--- config.mk ---
export PLATFORM = sky130hd
export DESIGN_NAME = dec_stream
export DESIGN_NICKNAME = d
export VERILOG_FILES = /design/src/rtl/dec_stream.sv
export SDC_FILE = /design/constraint.sdc
export NUM_CORES = 1
export LEC_CHECK = 0
export ABC_AREA = 1
export BUFFER_PORTS_ARGS = -buffer_cell sky130_fd_sc_hd__buf_2
export CAP_MARGIN = 15
export CORE_MARGIN = 5
export CORE_UTILIZATION = 55
export CTS_CLUSTER_SIZE = 24
export DETAILED_ROUTE_END_ITERATION = 6
export PLACE_DENSITY = 0.79
export SETUP_SLACK_MARGIN = 0.3
export SYNTH_ARGS = -nofsm -noshare
export SYNTH_HDL_FRONTEND = slang
export SYNTH_SLANG_ARGS = --single-unit
--- constraint.sdc ---
create_clock -name clk -period 2.3 [get_ports clk]
set_input_delay 0.115 -clock clk [delete_from_list [all_inputs] [get_ports clk]]
set_output_delay 0.115 -clock clk [all_outputs]
set_load 0.005 [all_outputs]
--- src/rtl/dec_stream.sv ---
// dec_stream: streaming registered decrementer with a valid/ready handshake on
// both sides. Each accepted word yields in_data - STEP plus a borrow flag.
// Results are held in a two-entry buffer: a main register that drives the
// outputs and a skid register behind it. This keeps full throughput under
// backpressure while in_ready stays a registered signal.
//
// state | meaning
// ------+-----------------------------------------------
// EMPTY | no result held, outputs idle
// ONE   | main register holds the result being offered
// FULL  | main and skid both hold results, input stalled
module dec_stream #(
  parameter int WIDTH    = 8,
  parameter int STEP     = 1,
  parameter int SATURATE = 0
) (
  input  logic             clk,
  input  logic             rst,
  input  logic             in_valid,
  output logic             in_ready,
  input  logic [WIDTH-1:0] in_data,
  output logic             out_valid,
  input  logic             out_ready,
  output logic [WIDTH-1:0] out_data,
  output logic             out_borrow,
  output logic [7:0]       underflow_cnt
);

  // State encoding is {main valid, skid valid}.
  localparam logic [1:0] EMPTY = 2'b00;
  localparam logic [1:0] ONE   = 2'b10;
  localparam logic [1:0] FULL  = 2'b11;

  localparam logic [WIDTH-1:0] STEP_W = STEP[WIDTH-1:0];

  logic [1:0]       state;
  logic [WIDTH-1:0] m_data;
  logic             m_borrow;
  logic [WIDTH-1:0] s_data;
  logic             s_borrow;

  logic             in_fire;
  logic             out_fire;
  logic             new_borrow;
  logic [WIDTH-1:0] new_diff;
  logic [WIDTH-1:0] new_data;

  // Both flags come straight from state flops, so in_ready is registered.
  assign in_ready   = ~state[0];
  assign out_valid  = state[1];
  assign out_data   = m_data;
  assign out_borrow = m_borrow;

  assign in_fire  = in_valid & in_ready;
  assign out_fire = out_valid & out_ready;

  // Compute the result on the incoming word, so it is stored with the word.
  always_comb begin
    new_borrow = (in_data < STEP_W);
    new_diff   = in_data - STEP_W;
    new_data   = new_diff;
    if ((SATURATE != 0) && new_borrow) begin
      new_data = '0;
    end
  end

  // Buffer occupancy and data movement between the main and skid registers.
  always_ff @(posedge clk) begin
    if (rst) begin
      state    <= EMPTY;
      m_data   <= '0;
      m_borrow <= 1'b0;
      s_data   <= '0;
      s_borrow <= 1'b0;
    end else begin
      case (state)
        EMPTY: begin
          if (in_fire) begin
            m_data   <= new_data;
            m_borrow <= new_borrow;
            state    <= ONE;
          end
        end
        ONE: begin
          if (in_fire && out_fire) begin
            m_data   <= new_data;
            m_borrow <= new_borrow;
          end else if (in_fire) begin
            s_data   <= new_data;
            s_borrow <= new_borrow;
            state    <= FULL;
          end else if (out_fire) begin
            state    <= EMPTY;
          end
        end
        FULL: begin
          // in_ready is low here, so only the output side can move.
          if (out_fire) begin
            m_data   <= s_data;
            m_borrow <= s_borrow;
            state    <= ONE;
          end
        end
        default: begin
          state <= EMPTY;
        end
      endcase
    end
  end

  // Count borrowed results as they leave; hold at 255 rather than wrap.
  always_ff @(posedge clk) begin
    if (rst) begin
      underflow_cnt <= 8'd0;
    end else if (out_fire && m_borrow && (underflow_cnt != 8'hFF)) begin
      underflow_cnt <= underflow_cnt + 8'd1;
    end
  end

endmodule

==> results of run 1 <==
routing by layer:
metal | share of wire (%) | track usage, %
met5 | 0 | 0
met4 | 1.0 | 6.069
met3 | 3.9 | 2.245
met2 | 46 | 29.37
met1 | 49 | 22.59
sequential cells by signal (all words and copies together), names as in the netlist:
register       flops
out_borrow         1
out_data           8
state              2
s_borrow           1
s_data             8
underflow_cnt      8
through the flow:
stage                     instance area [sq um]  total power (uW)  setup slack [ns]
final                                      1883              1785            0.6381
after global routing                       1883              1970            0.5080
after CTS                                  1883              1804            0.6528
after detailed placement                   1821              1476            0.6968
after global placement                     1821              1462            0.7757
after floorplan                            1652              1276            0.9224
worst max-delay path by stage:
| stage | from | to | slack (ns) | cells past startpoint |
|---|---|---|---|---|
| 2_1_floorplan | state[1] | out_data[7] | 0.92 | 10 |
| 3_3_place_gp | state[0] | s_data[7] | 0.78 | 7 |
| 5_1_grt | state[0] | s_data[7] | 0.51 | 7 |
| 6_report | state[0] | s_data[7] | 0.64 | 7 |
| 4_1_cts | state[0] | s_data[7] | 0.65 | 7 |
| 3_5_place_dp | state[0] | s_data[7] | 0.70 | 7 |
cell type report:
cell class                      instances  area share (%)
Multi-Input combinational cell        181           48.97
Inverter                               37           7.508
Tap cell                               31           2.060
Clock inverter                          1           1.595
Clock buffer                            3           1.196
Timing Repair Buffer                   32           8.904
Sequential cell                        28           29.77
kinds of logic after synthesis:
| group | count (synthesis) | share of synthesized area [%] |
|---|---|---|
| flops | 28 | 33.94 |
| xor+xnor | 6 | 3.182 |
| simple gates | 131 | 35.15 |
| buf+inv | 42 | 10.23 |
| fa+ha+maj | 7 | 5.303 |
| compound gates | 37 | 12.20 |
power groups by stage:
stage          combinational (uW)  clock [uW]  sequential, uW
2_1_floorplan                 604           0             672
3_3_place_gp                  795           0             666
3_5_place_dp                  804           0             672
4_1_cts                       811         332             661
5_1_grt                       934         358             678
6_report                      802         322             661
layout by cell type (no fill, tap or decap):
| cell | synthesis | final |
|---|---|---|
| a21o_2 | 1 | 1 |
| a21oi_1 | 16 | 16 |
| a21oi_2 | 1 | 1 |
| and3_1 | 1 | 1 |
| buf_2 | 1 | 30 |
| buf_4 | 0 | 1 |
| bufinv_16 | 0 | 1 |
| clkbuf_4 | 0 | 3 |
| dfxtp_1 | 28 | 28 |
| dlygate4sd3_1 | 0 | 1 |
| ha_1 | 7 | 7 |
| inv_1 | 33 | 33 |
| inv_2 | 3 | 3 |
| inv_4 | 1 | 1 |
| nand2_1 | 73 | 73 |
| nand2_2 | 6 | 6 |
| nand2_4 | 2 | 2 |
| nand3_1 | 7 | 7 |
| nand3_4 | 1 | 1 |
| nand4_1 | 2 | 2 |
| nor2_1 | 35 | 35 |
| nor2_2 | 2 | 2 |
| nor2_4 | 1 | 1 |
| nor2_8 | 1 | 1 |
| o211ai_1 | 2 | 2 |
| o21ai_0 | 16 | 16 |
| o21ai_2 | 1 | 1 |
| xnor2_1 | 1 | 1 |
| xor2_1 | 5 | 5 |
repair_timing:
action	4_1_cts	5_1_grt
setup endpoints to repair	0	0
hold buffers	1	0
endpoints found under the hold margin	1	0
==> results.toml, run 1 <==
[clocking]
cts_resized = 0
clkSlewWorstSetupHoldPaths_ns = 0.15
cts_num_sinks = 28
cts_root_buffer = "clkbuf_4"
clk_latency_ns = 0.33
cts_tree = "done"
cts_setup_buffers = 0
clock_path_buffers = 2
htreeDepth = 1
cts_inserted_buffers = 3

[floorplan]
fp.dieH_um = 64.80
num_rows = 19
start_util_pct = 58.38
pin_count = 31
die-area_sq_um = 4199
core_sq_um = 2829
die_width_um = 64.80

[drt]
antenna_left = 0
drt-vias-per-instance = 4.978
drt-initial-drc-count = 95
drc_errors = 0
route.final.wire_length_um = 3307
dr.pass1.iters = 4
vias = 1558
avgRoutedWirePerCell_um = 10.57

[sta]
clock_skew_ns = 0.007088
period_share_pct = 72.25
fin_setup_tns_ns = 0
hold_violations = 0
slew-limit-headroom_pct = 66.92
slew_viol_final = 0
worst_pin_slew_ns = 0.4957
rsz0062_at_grt = "no"
worst_hold_slack_ns = 0.09366
setup_viol = 0
fin_crit_ns = 1.662
fmax_ghz = 0.6017

[placed_design]
hpwl_um = 2427
portBuffers = 30
gp_congestion = 0.8842
dp.cells = 308

[global_routing]
grt_pass1_vias = 1410
overflow = 0
grt_max_degree = 19
antenna_found_initial = 0
grt_pass1_wl_um = 5940
grtUsageTotal_pct = 17.33

[power_and_ir_drop]
p_per_area_nw_per_um2 = 948.0
p_sw_uw = 714.4
comb_power_share_pct = 44.9
ir_drop_mv = 0.4885
seq_power_share_pct = 37.1
clkPwrFrac_pct = 18.0
switching_share_pct = 40.02
power.leakage_uw = 0.001008
internal_power_uw = 1071

[setup_path]
crit_type = "flip-flop to flip-flop"
slowest_delay_ns = 0.41
crit_slowest_cell = "dfxtp_1"
rr_worst_depth = 7
reg2reg_from = "state[0]"
worstPathArrival_ns = 1.95
critPathMaxFanout = 17
start_kind = "flip-flop"
crit_path_end_kind = "flip-flop"
crit_buf_inv = 2
crit_chain = "inv_2, ha_1, nand2_2, nor2_4, o21ai_0, a21o_2, inv_1"
worstPathRequired_ns = 2.59
cp_top_family = "simple AND/OR/NAND/NOR gates"
r2r_end = "s_data[7]"
rrSetupSlack_ns = 0.64

[finish]
fin_util_pct = 66.56
nets = 302
fin_cells = 313
area_growth_pct = 14.02
multi_input_area_sq_um = 922.1
drive_gt1_share_pct = 19.50
layout.area.seq_sq_um = 560.5
antennaDiodeCount = 0
nFillCells = 273

[yosys]
synth_warnings = 0
seq_area_frac_synth_pct = 33.94
syn_nets = 270
async_flop_share_pct = 0
ys_ff_latch = 28
synth_area_leaders = "dfxtp_1, nand2_1, nor2_1"
synth_edf_count = 0
yosysTopAreaCell = "dfxtp_1"
synth_most_common_cell = "nand2_1"
synth.distinct_cells = 27
avgSynthCellArea_sq_um = 6.580
ys.flop_type = "dfxtp_1"
syn_inst = 251
syn_area_sq_um = 1652
yosysTopAreaCellShare_pct = 33.94
synth_common_cells = "nand2_1, nor2_1, inv_1, dfxtp_1"

[hold_path]
whs_endpoint = "underflow_cnt[5]"
min_path_cells = 2
min_from = "rst"
hold_class = "primary input to flip-flop"

[flow_run]
drv_cap = 0

[status]
status = "completed"
Power figures use the tool's default switching activity.
==> run 2, diff against run 1 <==
clock period = 1.73 ns   (was 2.3 ns; I/O delays follow)
==> run 2 against run 1 <==
Wire length increased by 17%. Combinational power increased by 70%. Via count increased by 4.8%. Die area unchanged. Register-to-register slack got worse by 0.29 ns. Maximum frequency is 20% higher. Sequential share of layout area down 1.9 points. Final cell count is 2.6% higher. Design area rose by 9.0%. Total power rose by 52%. Largest cell class unchanged.
==> results.toml, run 2 (synthesis gave the netlist of run 1 again) <==
[floorplan]
die-area_sq_um = 4199
start_util_pct = 58.38
pin_count = 31
fp.dieH_um = 64.80
num_rows = 19
core_sq_um = 2829
die_width_um = 64.80

[placed_design]
gp_congestion = 0.8903
portBuffers = 30
hpwl_um = 2513

[drt]
dr.pass1.iters = 4
drt-vias-per-instance = 5.087
vias = 1633
avgRoutedWirePerCell_um = 12.09
drc_errors = 0
route.final.wire_length_um = 3882
antenna_left = 0
drt-initial-drc-count = 147

[global_routing]
grt_pass1_vias = 1457
grt_max_degree = 19
grtUsageTotal_pct = 18.17
grt_pass1_wl_um = 6210
antenna_found_initial = 0
overflow = 0

[clocking]
cts_num_sinks = 28
clk_latency_ns = 0.35
clock_path_buffers = 2
cts_root_buffer = "clkbuf_4"
cts_inserted_buffers = 3
cts_tree = "done"
clkSlewWorstSetupHoldPaths_ns = 0.16
htreeDepth = 1

[sta]
worst_pin_slew_ns = 0.5501
setup_viol = 0
slew_viol_final = 0
clock_skew_ns = 0.006527
rsz0062_at_grt = "yes"
fin_setup_tns_ns = 0
hold_violations = 0
slew-limit-headroom_pct = 63.29
period_share_pct = 80.07
fin_crit_ns = 1.385
worst_hold_slack_ns = 0.05871
fmax_ghz = 0.7219

[setup_path]
rrSetupSlack_ns = 0.34
critPathMaxFanout = 17
start_kind = "flip-flop"
worstPathArrival_ns = 1.68
crit_path_end_kind = "flip-flop"
worstPathRequired_ns = 2.02
crit_type = "flip-flop to flip-flop"

[flow_run]
drv_cap = 0

[finish]
final_cell_mix = "nand2_1, nor2_1, inv_1, buf_2, dfxtp_1"
multi_input_area_sq_um = 998.5
nets = 310
area_growth_pct = 24.32
antennaDiodeCount = 0
drive_gt1_share_pct = 26.90
final_common_cell = "nand2_1"
layout.area.seq_sq_um = 571.8
nFillCells = 240

[power_and_ir_drop]
power.leakage_uw = 0.001058
p_per_area_nw_per_um2 = 1319
ir_drop_mv = 0.7725

[status]
status = "completed"

[hold_path]
hold_class = "primary input to flip-flop"
run 2: changes by cell type in the layout (fill, tap and decap cells not counted), moves of 3 or more:
cell     previous run  this run
buf_4               1         5
a21oi_1            16        13
a21oi_2             1         4
dfxtp_1            28        25
dfxtp_4             0         3
run 2: timing repair:
item	CTS	global route
hold buffers	1	0
setup buffers	3	3
setup endpoints to repair	19	27
pin swaps	1	7
hold endpoints to repair	1	0
cloned	0	2
resized for setup	6	23
run 2: cell type report:
cell class	count	area share [%]
well taps	31	1.889
inverters	37	7.495
flip-flops and latches	28	27.85
clock buffers	3	1.097
multi-input cells	183	48.63
clock inverters	1	1.463
repair buffers	38	11.58
run 2: final timing paths:
| path | from | end | cells after the start |
|---|---|---|---|
| max reg2reg | state[1] | out_data[0] | 5 |
| min | rst | underflow_cnt[0] | 2 |
| max | state[1] | out_data[0] | 5 |
| min reg2reg | s_data[2] | s_data[2] | 2 |
run 2: metal layers:
metal  global-route usage, %  wire length (um)  vias up  share of wire (%)
li1                        -                 -      853                  -
met1                   22.72              1765      729                 45
met2                   31.42              1848       45                 48
met3                   2.591               208        6                5.4
met4                   7.124                59        0                1.5
met5                       0                 0        -                  0
run 2: metrics by stage:
| step | instances | area, sq um | utilization [%] | setup slack, ns | total power, uW |
|---|---|---|---|---|---|
| after global routing | 321 | 2053 | 72.58 | 0.2629 | 2937 |
| final | 321 | 2053 | 72.58 | 0.3448 | 2709 |
| after detailed placement | 308 | 1821 | 64.35 | 0.1206 | 1980 |
| after global placement | 308 | 1821 | 64.35 | 0.2076 | 1945 |
| after CTS | 316 | 1929 | 68.20 | 0.3017 | 2484 |
| after floorplan | 251 | 1652 | - | 0.3524 | 1697 |
run 2: worst max-delay path, stage by stage, from the launching register on:
cell	delay, ns
dfxtp_4	0.40
ha_1	0.21
buf_4	0.20
o21ai_0	0.27
o21ai_2	0.13
nor2_1	0.12
run 2: report_power, final:
group	internal (uW)	switching [uW]	total (uW)
Combinational	547	818	1360
Sequential	800	101	900
Clock	235	209	444
Total	1580	1130	2710
==> run 3, diff against run 2 <==
CORE_UTILIZATION = 49   (was 55)
PLACE_DENSITY = 0.75   (was 0.79)
clock period = 1.15 ns   (was 1.73 ns; I/O delays follow)
==> run 3 against run 2 <==
The run now ends with setup timing left. First-iteration DRC count grew 2.0%. Global-route usage grew 4.1 points. Largest power group unchanged. Design area up 33%. Sequential cell count stayed put. Final cell count grew 15%.
==> results.toml, run 3 (synthesis gave the netlist of run 1 again) <==
[status]
status = "finished with violations"
violations = "setup timing"

[floorplan]
die-area_sq_um = 4631
die_width_um = 68.06
num_rows = 21
start_util_pct = 49.89
fp.dieH_um = 68.06
pin_count = 31
core_sq_um = 3311

[clocking]
clkSlewWorstSetupHoldPaths_ns = 0.16
cts_num_sinks = 28
clk_latency_ns = 0.33
clock_path_buffers = 2
cts_inserted_buffers = 3
cts_tree = "done"
htreeDepth = 1
cts_root_buffer = "clkbuf_4"

[global_routing]
grt_pass1_vias = 1731
overflow = 0
grt_pass1_wl_um = 7762
antenna_found_initial = 0
grtUsageTotal_pct = 22.30
grt_max_degree = 18

[setup_path]
crit_chain = "nand2_4, nor2_2, nand2_8, buf_4, buf_6, nand2_2, a21oi_2"
crit_type = "flip-flop to flip-flop"
crit_path_end_kind = "flip-flop"
worstPathArrival_ns = 1.62
startpoint = "state[1]"
worstPathRequired_ns = 1.40
cp_top_family = "simple AND/OR/NAND/NOR gates"
start_kind = "flip-flop"
crit_slowest_cell = "dfxtp_4"
crit_buf_inv = 2
slowest_delay_ns = 0.45
reg2reg_from = "state[1]"
critPathMaxFanout = 6

[power_and_ir_drop]
internal_power_uw = 2947
p_per_area_nw_per_um2 = 1837
switching_share_pct = 41.05
comb_power_share_pct = 57.9
seq_power_share_pct = 28.9
power.leakage_uw = 0.001330
ir_drop_mv = 1.183
p_sw_uw = 2052
clkPwrFrac_pct = 13.2

[placed_design]
pre_cts_ws_ns = -0.2229
gp_congestion = 0.8186
portBuffers = 30
hpwl_um = 2860

[finish]
area_growth_pct = 64.77
antennaDiodeCount = 0
layout.area.seq_sq_um = 599.3
final_cell_mix = "nand2_1, inv_1, nor2_1, buf_6, buf_4"
nets = 343
drive_gt1_share_pct = 49.54
multi_input_area_sq_um = 1177
fin_util_pct = 82.20
nFillCells = 203
final_common_cell = "nand2_1"

[drt]
dr.pass1.iters = 4
avgRoutedWirePerCell_um = 14.95
route.final.wire_length_um = 5515
drt-vias-per-instance = 5.141
drt-initial-drc-count = 150
vias = 1897
antenna_left = 0
drc_errors = 0

[sta]
hold_violations = 0
setup_viol = 29
fin_crit_ns = 1.368
rsz0062_at_grt = "yes"
fin_ws_ns = -0.2177
slew_viol_final = 0
period_share_pct = 118.9
worst_pin_slew_ns = 0.5559
slew-limit-headroom_pct = 62.90
clock_skew_ns = 0.009826
worst_hold_slack_ns = 0.07677
fmax_ghz = 0.7312

[flow_run]
drv_cap = 0

[hold_path]
hold_class = "primary input to flip-flop"
min_from = "in_data[2]"
-- run 3: through the flow --
| step | power (uW) | cells | cell area [sq um] | TNS (ns) |
|---|---|---|---|---|
| 3_3_place_gp | 3305 | 341 | 2097 | -2.062 |
| 4_1_cts | 4454 | 359 | 2486 | -3.235 |
| 2_1_floorplan | 2746 | 251 | 1755 | -0.8507 |
| 3_5_place_dp | 3339 | 341 | 2097 | -2.686 |
| 6_report | 4999 | 369 | 2721 | -4.605 |
| 5_1_grt | 5321 | 369 | 2721 | -6.725 |
-- run 3: repair_timing --
action | 4_1_cts | 5_1_grt
hold endpoints to repair | 1 | 0
setup endpoints to repair | 47 | 47
pin swaps | 17 | 16
setup buffers | 11 | 10
hold buffers | 1 | 0
gates cloned | 2 | 0
gates resized for setup | 62 | 40
-- run 3: cell type report --
| class | count | area share (%) |
|---|---|---|
| Multi-Input combinational cell | 182 | 43.26 |
| Timing Repair Buffer | 72 | 24.64 |
| Sequential cell | 28 | 22.02 |
| Inverter | 37 | 6.023 |
| Tap cell | 46 | 2.115 |
| Clock inverter | 1 | 1.103 |
| Clock buffer | 3 | 0.8276 |
-- run 3: layer usage --
layer,part of all wire [%],vias to the layer above,global-route usage (%)
li1,-,924,-
met1,40,866,24.80
met2,51,79,40.31
met3,4.5,28,2.627
met4,4.6,0,13.15
met5,0,-,0
-- run 3: final timing paths --
kind | endpoint | slack [ns] | cells after the start
worst max register to register | underflow_cnt[0] | -0.22 | 7
worst max-delay path | underflow_cnt[0] | -0.22 | 7
worst min-delay path | s_data[2] | 0.08 | 4
worst min register to register | s_data[5] | 0.52 | 2
-- run 3: worst register-to-register path, stage by stage, from the launching register on --
cell and delay [ns]:
dfxtp_4 0.45, nand2_4 0.09, nor2_2 0.26, nand2_8 0.13, buf_4 0.16, buf_6 0.10
nand2_2 0.05, a21oi_2 0.04
-- run 3: power by group through the flow --
stage	clock network [uW]	logic, uW	registers, uW
final	660	2890	1450
after global routing	698	3150	1470
after CTS	663	2390	1400
after detailed placement	0	1940	1400
after global placement	0	1910	1390
after floorplan	0	1360	1390
